### src/rtl/line_flush_buffer.sv
// -----------------------------------------------------------------------------
// line_flush_buffer
//
// Line buffer sitting between a UART receiver and a UART transmitter.
// Received bytes are queued in an internal FIFO. A line is handed to the
// transmitter once a complete line (terminated by EOL_CR or EOL_LF) is held,
// or once MAX_LINE bytes are held without any end-of-line byte. A line that
// reaches MAX_LINE bytes without an end-of-line byte is force-wrapped. When
// APPEND_CRLF is set, a CR/LF pair is generated after the wrap. That pair
// does not pass through the FIFO.
//
// Ports
//   i_clk       clock
//   i_reset_n   asynchronous reset, active low (synchronous release upstream)
//   i_rx_stb    received byte valid, one-cycle pulse
//   i_rx_data   received byte
//   o_tx_stb    transmit request; held with o_tx_data until accepted
//   o_tx_data   byte to transmit (0 when no request is pending)
//   i_tx_busy   transmitter busy; a byte is accepted when o_tx_stb && !busy
//   o_fill      FIFO occupancy, 0 .. 2**LGFLEN
//   o_overflow  sticky flag: a received byte was dropped (cleared by reset)
//   o_flushing  high whenever a line is being sent (state != IDLE)
// -----------------------------------------------------------------------------
module line_flush_buffer #(
   parameter int            BW          = 8,
   parameter int            LGFLEN      = 8,
   parameter int            MAX_LINE    = 80,
   parameter logic [BW-1:0] EOL_CR      = 8'h0d,
   parameter logic [BW-1:0] EOL_LF      = 8'h0a,
   parameter bit            APPEND_CRLF = 1'b1
) (
   input  logic              i_clk,
   input  logic              i_reset_n,
   input  logic              i_rx_stb,
   input  logic [BW-1:0]     i_rx_data,
   output logic              o_tx_stb,
   output logic [BW-1:0]     o_tx_data,
   input  logic              i_tx_busy,
   output logic [LGFLEN:0]   o_fill,
   output logic              o_overflow,
   output logic              o_flushing
);

   localparam int              DEPTH      = 1 << LGFLEN;
   localparam logic [LGFLEN:0] DEPTH_C    = (LGFLEN+1)'(DEPTH);
   localparam logic [LGFLEN:0] MAX_LINE_C = (LGFLEN+1)'(MAX_LINE);

   generate
      if (MAX_LINE > DEPTH || MAX_LINE == 0) begin : g_bad_max_line
         $error("line_flush_buffer: MAX_LINE must be in 1..2**LGFLEN");
      end
   endgenerate

   typedef enum logic [1:0] {
      S_IDLE,
      S_FLUSH,
      S_WRAP_CR,
      S_WRAP_LF
   } state_t;

   state_t              state_q, state_d;
   logic [BW-1:0]       mem_q [DEPTH];
   logic [LGFLEN-1:0]   wr_ptr_q, rd_ptr_q;
   logic [LGFLEN:0]     fill_q;
   logic [LGFLEN:0]     eol_pending_q;
   logic [LGFLEN:0]     sent_cnt_q, sent_cnt_d;
   logic [LGFLEN:0]     sent_cnt_inc;
   logic                overflow_q;

   logic [BW-1:0]       head;
   logic                fifo_empty, fifo_full;
   logic                rd_en, wr_en;
   logic                eol_wr, eol_rd, head_is_eol;

   function automatic logic is_eol(input logic [BW-1:0] b);
      return (b == EOL_CR) || (b == EOL_LF);
   endfunction

   assign head         = mem_q[rd_ptr_q];
   assign fifo_empty   = (fill_q == '0);
   assign fifo_full    = (fill_q == DEPTH_C);
   assign head_is_eol  = is_eol(head);
   assign sent_cnt_inc = sent_cnt_q + 1'b1;

   // Only FLUSH drains the FIFO; the wrap bytes are generated locally.
   assign rd_en  = (state_q == S_FLUSH) && !fifo_empty && !i_tx_busy;
   // A full FIFO still takes a byte if a slot frees up in the same cycle.
   assign wr_en  = i_rx_stb && (!fifo_full || rd_en);
   assign eol_wr = wr_en && is_eol(i_rx_data);
   assign eol_rd = rd_en && head_is_eol;

   // FIFO storage: no reset needed, the pointers define validity.
   always_ff @(posedge i_clk) begin
      if (wr_en) begin
         mem_q[wr_ptr_q] <= i_rx_data;
      end
   end

   always_ff @(posedge i_clk or negedge i_reset_n) begin
      if (!i_reset_n) begin
         state_q       <= S_IDLE;
         wr_ptr_q      <= '0;
         rd_ptr_q      <= '0;
         fill_q        <= '0;
         eol_pending_q <= '0;
         sent_cnt_q    <= '0;
         overflow_q    <= 1'b0;
      end else begin
         state_q    <= state_d;
         sent_cnt_q <= sent_cnt_d;
         if (wr_en) begin
            wr_ptr_q <= wr_ptr_q + 1'b1;
         end
         if (rd_en) begin
            rd_ptr_q <= rd_ptr_q + 1'b1;
         end
         case ({wr_en, rd_en})
            2'b10:   fill_q <= fill_q + 1'b1;
            2'b01:   fill_q <= fill_q - 1'b1;
            default: fill_q <= fill_q;
         endcase
         case ({eol_wr, eol_rd})
            2'b10:   eol_pending_q <= eol_pending_q + 1'b1;
            2'b01:   eol_pending_q <= eol_pending_q - 1'b1;
            default: eol_pending_q <= eol_pending_q;
         endcase
         if (i_rx_stb && !wr_en) begin
            overflow_q <= 1'b1;
         end
      end
   end

   always_comb begin
      state_d    = state_q;
      sent_cnt_d = sent_cnt_q;
      o_tx_stb   = 1'b0;
      o_tx_data  = '0;
      case (state_q)
         S_IDLE: begin
            // Either a terminated line is queued somewhere, or the head has
            // enough bytes to force a wrap: in both cases the head line is
            // complete and can be sent without waiting for more input.
            if (eol_pending_q != '0 || fill_q >= MAX_LINE_C) begin
               state_d    = S_FLUSH;
               sent_cnt_d = '0;
            end
         end
         S_FLUSH: begin
            o_tx_stb  = !fifo_empty;
            o_tx_data = fifo_empty ? '0 : head;
            if (rd_en) begin
               sent_cnt_d = sent_cnt_inc;
               if (head_is_eol) begin
                  state_d = S_IDLE;
               end else if (sent_cnt_inc == MAX_LINE_C) begin
                  state_d = APPEND_CRLF ? S_WRAP_CR : S_IDLE;
               end
            end
         end
         S_WRAP_CR: begin
            o_tx_stb  = 1'b1;
            o_tx_data = EOL_CR;
            if (!i_tx_busy) begin
               state_d = S_WRAP_LF;
            end
         end
         S_WRAP_LF: begin
            o_tx_stb  = 1'b1;
            o_tx_data = EOL_LF;
            if (!i_tx_busy) begin
               state_d = S_IDLE;
            end
         end
         default: begin
            state_d = S_IDLE;
         end
      endcase
   end

   assign o_fill     = fill_q;
   assign o_overflow = overflow_q;
   assign o_flushing = (state_q != S_IDLE);

endmodule

### config.mk
export PLATFORM = sky130hd
export DESIGN_NAME = line_flush_buffer
export DESIGN_NICKNAME = d
export VERILOG_FILES = /design/src/rtl/line_flush_buffer.sv
export SDC_FILE = /design/constraint.sdc
export NUM_CORES = 2
export LEC_CHECK = 0
export CAP_MARGIN = 20
export CORE_UTILIZATION = 50
export CTS_BUF_LIST = sky130_fd_sc_hd__clkbuf_8 sky130_fd_sc_hd__clkbuf_16
export DETAILED_ROUTE_END_ITERATION = 16
export PLACE_DENSITY = 0.74
export REMOVE_ABC_BUFFERS = 1
export SLEW_MARGIN = 20
export SYNTH_ARGS = -nofsm -noshare
export SYNTH_HDL_FRONTEND = slang
export SYNTH_SLANG_ARGS = --single-unit
export TNS_END_PERCENT = 1
### constraint.sdc
create_clock -name i_clk -period 6.1 [get_ports i_clk]
set_input_delay 1.22 -clock i_clk [delete_from_list [all_inputs] [get_ports i_clk]]
set_output_delay 1.22 -clock i_clk [all_outputs]
set_load 0.05 [all_outputs]
## After elaboration in Yosys (flattened, before gate mapping)

Memories as Yosys holds them, arrays and structs flattened.
Cells that the tools add are included.

| operators by class | value |
|---|---|
| $add $sub $neg | 7 |
| $lt $le $gt $ge | 1 |
| equal/unequal tests | 18 |
| muxes and demuxes | 17 |
| reduce and logical (&&, ||, !) cells | 24 |

Operators by type and width:

| cell | count |
|---|---|
| 9-bit case mux with 2 select lines | 3 |
| 8-bit by 4-bit == test with 1-bit output, second input constant | 4 |
| 9-bit by 1-bit adder with 9-bit output, second input constant | 3 |
| 8-bit case mux with 3 select lines | 1 |
| 9-bit 2-to-1 mux | 2 |
| 9-bit by 1-bit subtractor with 9-bit output, second input constant | 2 |
| 8-bit by 1-bit adder with 8-bit output, second input constant | 2 |
| 2-bit 2-to-1 mux | 6 |
| 9-bit by 7-bit == test with 1-bit output, second input constant | 1 |
| 9-bit == test, second input constant | 1 |
| 9-bit by 7-bit greater-or-equal comparator with 1-bit output, second input constant | 1 |
| 9-bit zero test | 1 |
| 9-bit nonzero test | 1 |
| 2-bit == test, second input constant | 4 |
| 8-bit 2-to-1 mux | 1 |
| 2-bit inequality test, second input constant | 4 |
| 2-bit case mux with 4 select lines | 1 |
| 2-bit nonzero test | 4 |
| 2-bit by 1-bit == test with 1-bit output, second input constant | 3 |
| 1-bit logical AND | 6 |
| 5-bit AND reduction | 1 |
| 1-bit zero test | 4 |
| 1-bit logical OR | 4 |
| 3-bit by 2-bit inequality test with 1-bit output, second input constant | 1 |
| 5 further kinds | 6 |

| storage, ports and cells | value |
|---|---|
| register bits | 46 |
| RAM bits | 2048 |
| bits of input ports | 12 |
| logic and storage cells | 75 |
| memories kept | 1 |

Memory list:

| memory | depth | bits a word | rd ports | clocked after memory_dff | write ports | RTL line | source |
|---|---|---|---|---|---|---|---|
| mem_q | 256 | 8 | 1 | 0 | 1 | 62 | `logic [BW-1:0] mem_q [DEPTH];` |

## Logic depth before layout (Yosys ltp)

| logic depth | value |
|---|---|
| depth after elaboration | 9 |
| mapped depth | 28 |

## Worst setup path after synthesis

No wires, ideal clock.

| timing path | value |
|---|---|
| kind | register to register |
| from | register rd_ptr_q[0] |
| to | register eol_pending_q[8] |
| setup time | 0.079 ns |
| data arrival time | 5.084 ns |
| required time | 6.021 ns |
| path slack | 0.937 ns |
| cell stages (with the launch flop) | 28 |
| path buffers | 6 |
| cell sequence | dfrtp_1 -> buf_6 -> buf_6 -> buf_6 -> buf_6 -> buf_4 -> buf_4 -> mux4_2 -> mux2i_1 -> o21ai_0 -> a311oi_1 -> nand2_1 -> nand3_1 -> nand4_1 -> a211oi_2 -> and2_1 -> ha_1 -> inv_1 -> fa_1 -> nor2b_1 -> o21ai_0 -> a21boi_0 -> o21ai_0 -> a21boi_0 -> o21ai_0 -> and3_1 -> nor3_1 -> xor2_1 |

| on the way | value |
|---|---|
| word-level cells in the longest chain between the ends | 6 |

Ends and longest elaborated chain:

| element | RTL line | source |
|---|---|---|
| from (decl) | 63 | `logic [LGFLEN-1:0] wr_ptr_q, rd_ptr_q;` |
| from (signal assigned) | 115 | `rd_ptr_q <= rd_ptr_q + 1'b1;` |
| memory 256 x 8 bit * | n/a |  |
| 8-bit by 4-bit == test with 1-bit output | 76 | `return (b == EOL_CR) \|\| (b == EOL_LF);` |
| 1-bit logical OR * | 76 |  |
| 1-bit logical AND * | 90 | `assign eol_rd = rd_en && head_is_eol;` |
| 2-bit by 1-bit == test with 1-bit output or 2-bit == test (tied branches) | 122 | `case ({eol_wr, eol_rd})` |
| 9-bit case mux with 2 select lines or 2-bit nonzero test (tied branches) | n/a |  |
| to (signal assigned) | 123 | `2'b10: eol_pending_q <= eol_pending_q + 1'b1;` |
| to (signal assigned) | 124 | `2'b01: eol_pending_q <= eol_pending_q - 1'b1;` |
| to (signal assigned) | 125 | `default: eol_pending_q <= eol_pending_q;` |
| to (decl) | 65 | `logic [LGFLEN:0] eol_pending_q;` |

Mark *: on every way between the ends. The rest lies on a longest branch, timed or not.
A chain may end at the register's enable or synchronous reset.

## Final worst setup path

Same ends and word-level chain as after synthesis.

==> impl_summary.log <==
[metrics] routed len/inst: 33.0 um
[metrics] Crit path required time: 6.86 ns
[metrics] initial core utilization: 50.6%
[metrics] half-perimeter wire length after placement: 139000 um
[metrics] synthesized instance count: 4012
[metrics] Placer Congestion: 0.983
[metrics] largest driver fanout on the critical path: 8
[metrics] number of port buffers: 31
[metrics] Critical Path Sink Type: flip-flop
[metrics] share of cells above drive strength 1: 26.9%
[metrics] cell area after placement: 0.0877 sq mm
[metrics] top sig layer: met5
[metrics] clock tree from TritonCTS: built
[metrics] die width: 409 um
[metrics] met3 WL post-DR: 28200 um
[metrics] count of routing violations after the opening detailed-route iteration: 6973
[metrics] cell depth of the worst flop-to-flop path: 25
[metrics] kind of start point of the critical path: flip-flop
[metrics] Min Clock Period, post-route: 6.02 ns
[metrics] final period utilization: 98.6%
[metrics] leading cell type in the layout, fill and taps excluded: edfxtp_1
[metrics] yosys synthesis warning count: 0
[metrics] critical path class: reg -> reg
[metrics] final worst clock skew: 0.0388 ns
[metrics] run status: completed
[metrics] number of global-route vias before repair: 43567
[metrics] clock root buffer master: clkbuf_16
[metrics] largest area contributor in the netlist: edfxtp_1
[metrics] sequential fraction of the synthesis area: 75.8%
[metrics] detailed-route vias per instance: 6.51
[metrics] Detail Route met2 WL: 104000 um
[metrics] clock buffer depth: 3
[metrics] endpoints failing hold: 0
[metrics] CP dominant cell by count: o21ai_1
[metrics] wl on met1: 79200 um
[metrics] clock latency reported for the late side of the worst-skew pair: 0.86 ns
[metrics] design area: 0.0947 sq mm
[metrics] unrepaired setup endpoints after global routing: true
[metrics] synthesis-to-finish area growth: 14.6%
[metrics] Detail Route Antenna Nets: 0
[metrics] Pins Over Slew Limit: 0
[metrics] slew at the pin with the worst max-slew slack: 1.13 ns
[metrics] slowest stage delay, CP: 0.52 ns
[metrics] final net count: 4450
[metrics] Buf/Inv on CP: 5
[metrics] Clk pin slew, worst setup/hold paths: 0.06 ns
[metrics] register bit total from synthesis: 2094
[metrics] worst hold-check path type: in -> async
[metrics] dominant register cell in the synthesized netlist: edfxtp_1
[metrics] Hold Slack: 0.188 ns
[metrics] Critical-path top delay cell: mux4_2
[metrics] global-route wire length before repair: 317000 um
[metrics] maximum frequency from static timing analysis: 166 MHz
[metrics] CTS H-Tree Depth: 4
[metrics] Finish-stage setup viols: 0
[metrics] capturing element of the worst setup path: eol_pending_q[8]
[metrics] share of the synthesized area in the top cell type: 74.4%
[metrics] DRC violations left: 0
[metrics] initial antenna violation count: 11
[metrics] area of the mapped netlist: 0.0826 sq mm
[metrics] share of async-settable or async-resettable flops after synthesis: 2.20%
[metrics] flop2flop setup slack: 0.08 ns
[metrics] clock buffer count from CTS: 201
[metrics] power density normalized to cell area: 451 mW/mm^2
[metrics] leftover overflow at the end of global routing: 0
[metrics] commonest cells after routing, fill and taps aside: edfxtp_1, mux4_2, buf_4, nor2_1, clkbuf_16
[metrics] reg-to-reg startpoint: rd_ptr_q[0]
[metrics] Max-Cap Viols: 0
[metrics] # IOs: 32
[metrics] number of cells on the critical path: 25
[metrics] aggregate global-route resource usage: 26.6%
[metrics] DR pass1 iterations: 8
[metrics] number of enable flip-flop cells after synthesis: 2048
[metrics] headroom to the max-slew limit: 24.2%
[metrics] Die ar.: 0.167 sq mm
[metrics] endpoint arrival time on the critical path: 6.77 ns
[metrics] LEAKAGE: 30.6 nW
[metrics] capture instance of the worst register-to-register path: eol_pending_q[8]
[metrics] vias: 43991
[metrics] number of core rows: 148
[metrics] placeable core region: 0.163 sq mm
[metrics] Area contributors post-synth: edfxtp_1, mux4_2, nor2_1, dfrtp_1, mux2i_1
[metrics] post-synthesis cell type count: 75
[metrics] Sinks on Clock Net: 2094
[metrics] worst voltage drop across the vdd grid: 0.601 mV
[metrics] die height: 409 um
[metrics] total wire length: 223000 um
[metrics] start point of the critical path: rd_ptr_q[0]
[metrics] synthesized area divided by synthesized cell count: 20.6 sq um
[metrics] pin count of the biggest net entering global routing: 97
[metrics] delay-heaviest family, CP: simple AND/OR/NAND/NOR gates
==> sequential cells by signal (all words and copies together), names as in the netlist, named ones only <==
| register | count |
|---|---|
| mem_q | 2048 |
| eol_pending_q | 9 |
| o_fill | 9 |
| sent_cnt_q | 9 |
| rd_ptr_q | 8 |
| wr_ptr_q | 8 |
| o_overflow | 1 |
| state_q | 1 |
==> cells by family after synthesis <==
group                      synth area share, %
adders and majority gates                0.366
buffers and inverters                     1.91
DFF                                       75.8
xor gates and xnor gates                 0.276
and+or+nand+nor                           3.18
AOI/OAI and AO/OA                         3.08
muxes                                     15.4
==> per-stage QoR <==
step | power [mW] | setup slack, ns | cells | setup TNS (ns) | utilization (%)
final | 42.7 | 0.0840 | 6759 | 0 | 58.0
after global routing | 43.6 | -0.0811 | 6755 | -0.0811 | 58.0
after CTS | 42.4 | 0.0215 | 6742 | 0 | 57.9
after detailed placement | 29.9 | -0.391 | 6360 | -0.612 | 53.7
after global placement | 29.8 | -0.423 | 6360 | -0.527 | 53.7
after floorplan | 23.6 | -18.53 | 3781 | -426.93 | -
==> worst register-to-register path: cells and delay by family (launching register included) <==
family                   cells  cell delay, ns
AND/OR/NAND/NOR              7            1.69
AO/OA/AOI/OAI                9            1.62
XOR/XNOR                     1            0.15
buffers and inverters        5            0.95
flip-flops                   1            0.45
multiplexers                 1            0.52
adder cells (fa/ha/maj)      2            0.58
==> Yosys cell counts (12+ instances only) <==
cell type	count
nor4_1	12
inv_1	22
a31oi_1	13
o22ai_1	31
nand3_1	42
buf_4	42
nor2_1	307
nor3_1	16
buf_2	46
xnor2_1	19
mux4_1	37
ha_1	21
clkbuf_1	92
a211oi_1	19
o21ai_0	62
o221ai_1	12
dfrtp_1	46
nand2_1	138
edfxtp_1	2048
mux4_2	459
mux2i_1	100
mux2_2	35
and2_1	13
nor2b_1	30
a22oi_1	75
a21oi_1	71
buf_6	28
==> worst min path at each step <==
stage,to,cells past startpoint,from
floorplan,eol_pending_q[8],1,eol_pending_q[8]
global placement,eol_pending_q[8],1,eol_pending_q[8]
detailed placement,eol_pending_q[8],1,eol_pending_q[8]
CTS,eol_pending_q[4],1,i_reset_n
global route,eol_pending_q[7],1,i_reset_n
finish,eol_pending_q[4],1,i_reset_n
==> final cells by class <==
type                    instances  area [sq um]
fillers                     11459         68600
clock buffers                 202          5040
flip-flops and latches       2094         62700
diodes                          4          10.0
clock inverters               166          1410
well taps                    2175          2720
inverters                      24          93.8
multi-input cells            1663         18600
repair buffers                431          4220
==> power breakdown <==
group / internal [mW] / switching (mW)
Clock: 6.76 / 5.46
Combinational: 6.10 / 8.16
Sequential: 16.0 / 0.235
==> repair_timing <==
action / in CTS / in global routing
hold endpoints to repair: 0 / 0
pin swaps: 1 / 4
gates cloned: 6 / 1
hold buffers: 0 / 0
gates resized for setup: 19 / 23
setup buffers: 8 / 12
setup endpoints to repair: 4 / 5
==> layer usage <==
metal  up-vias  global-route usage, %
met3       631                   6.95
met4        16                   12.5
met5         -                      0
met2      3219                   41.1
met1     22693                   35.7
li1      17432                      -
Power figures use the tool's default switching activity.
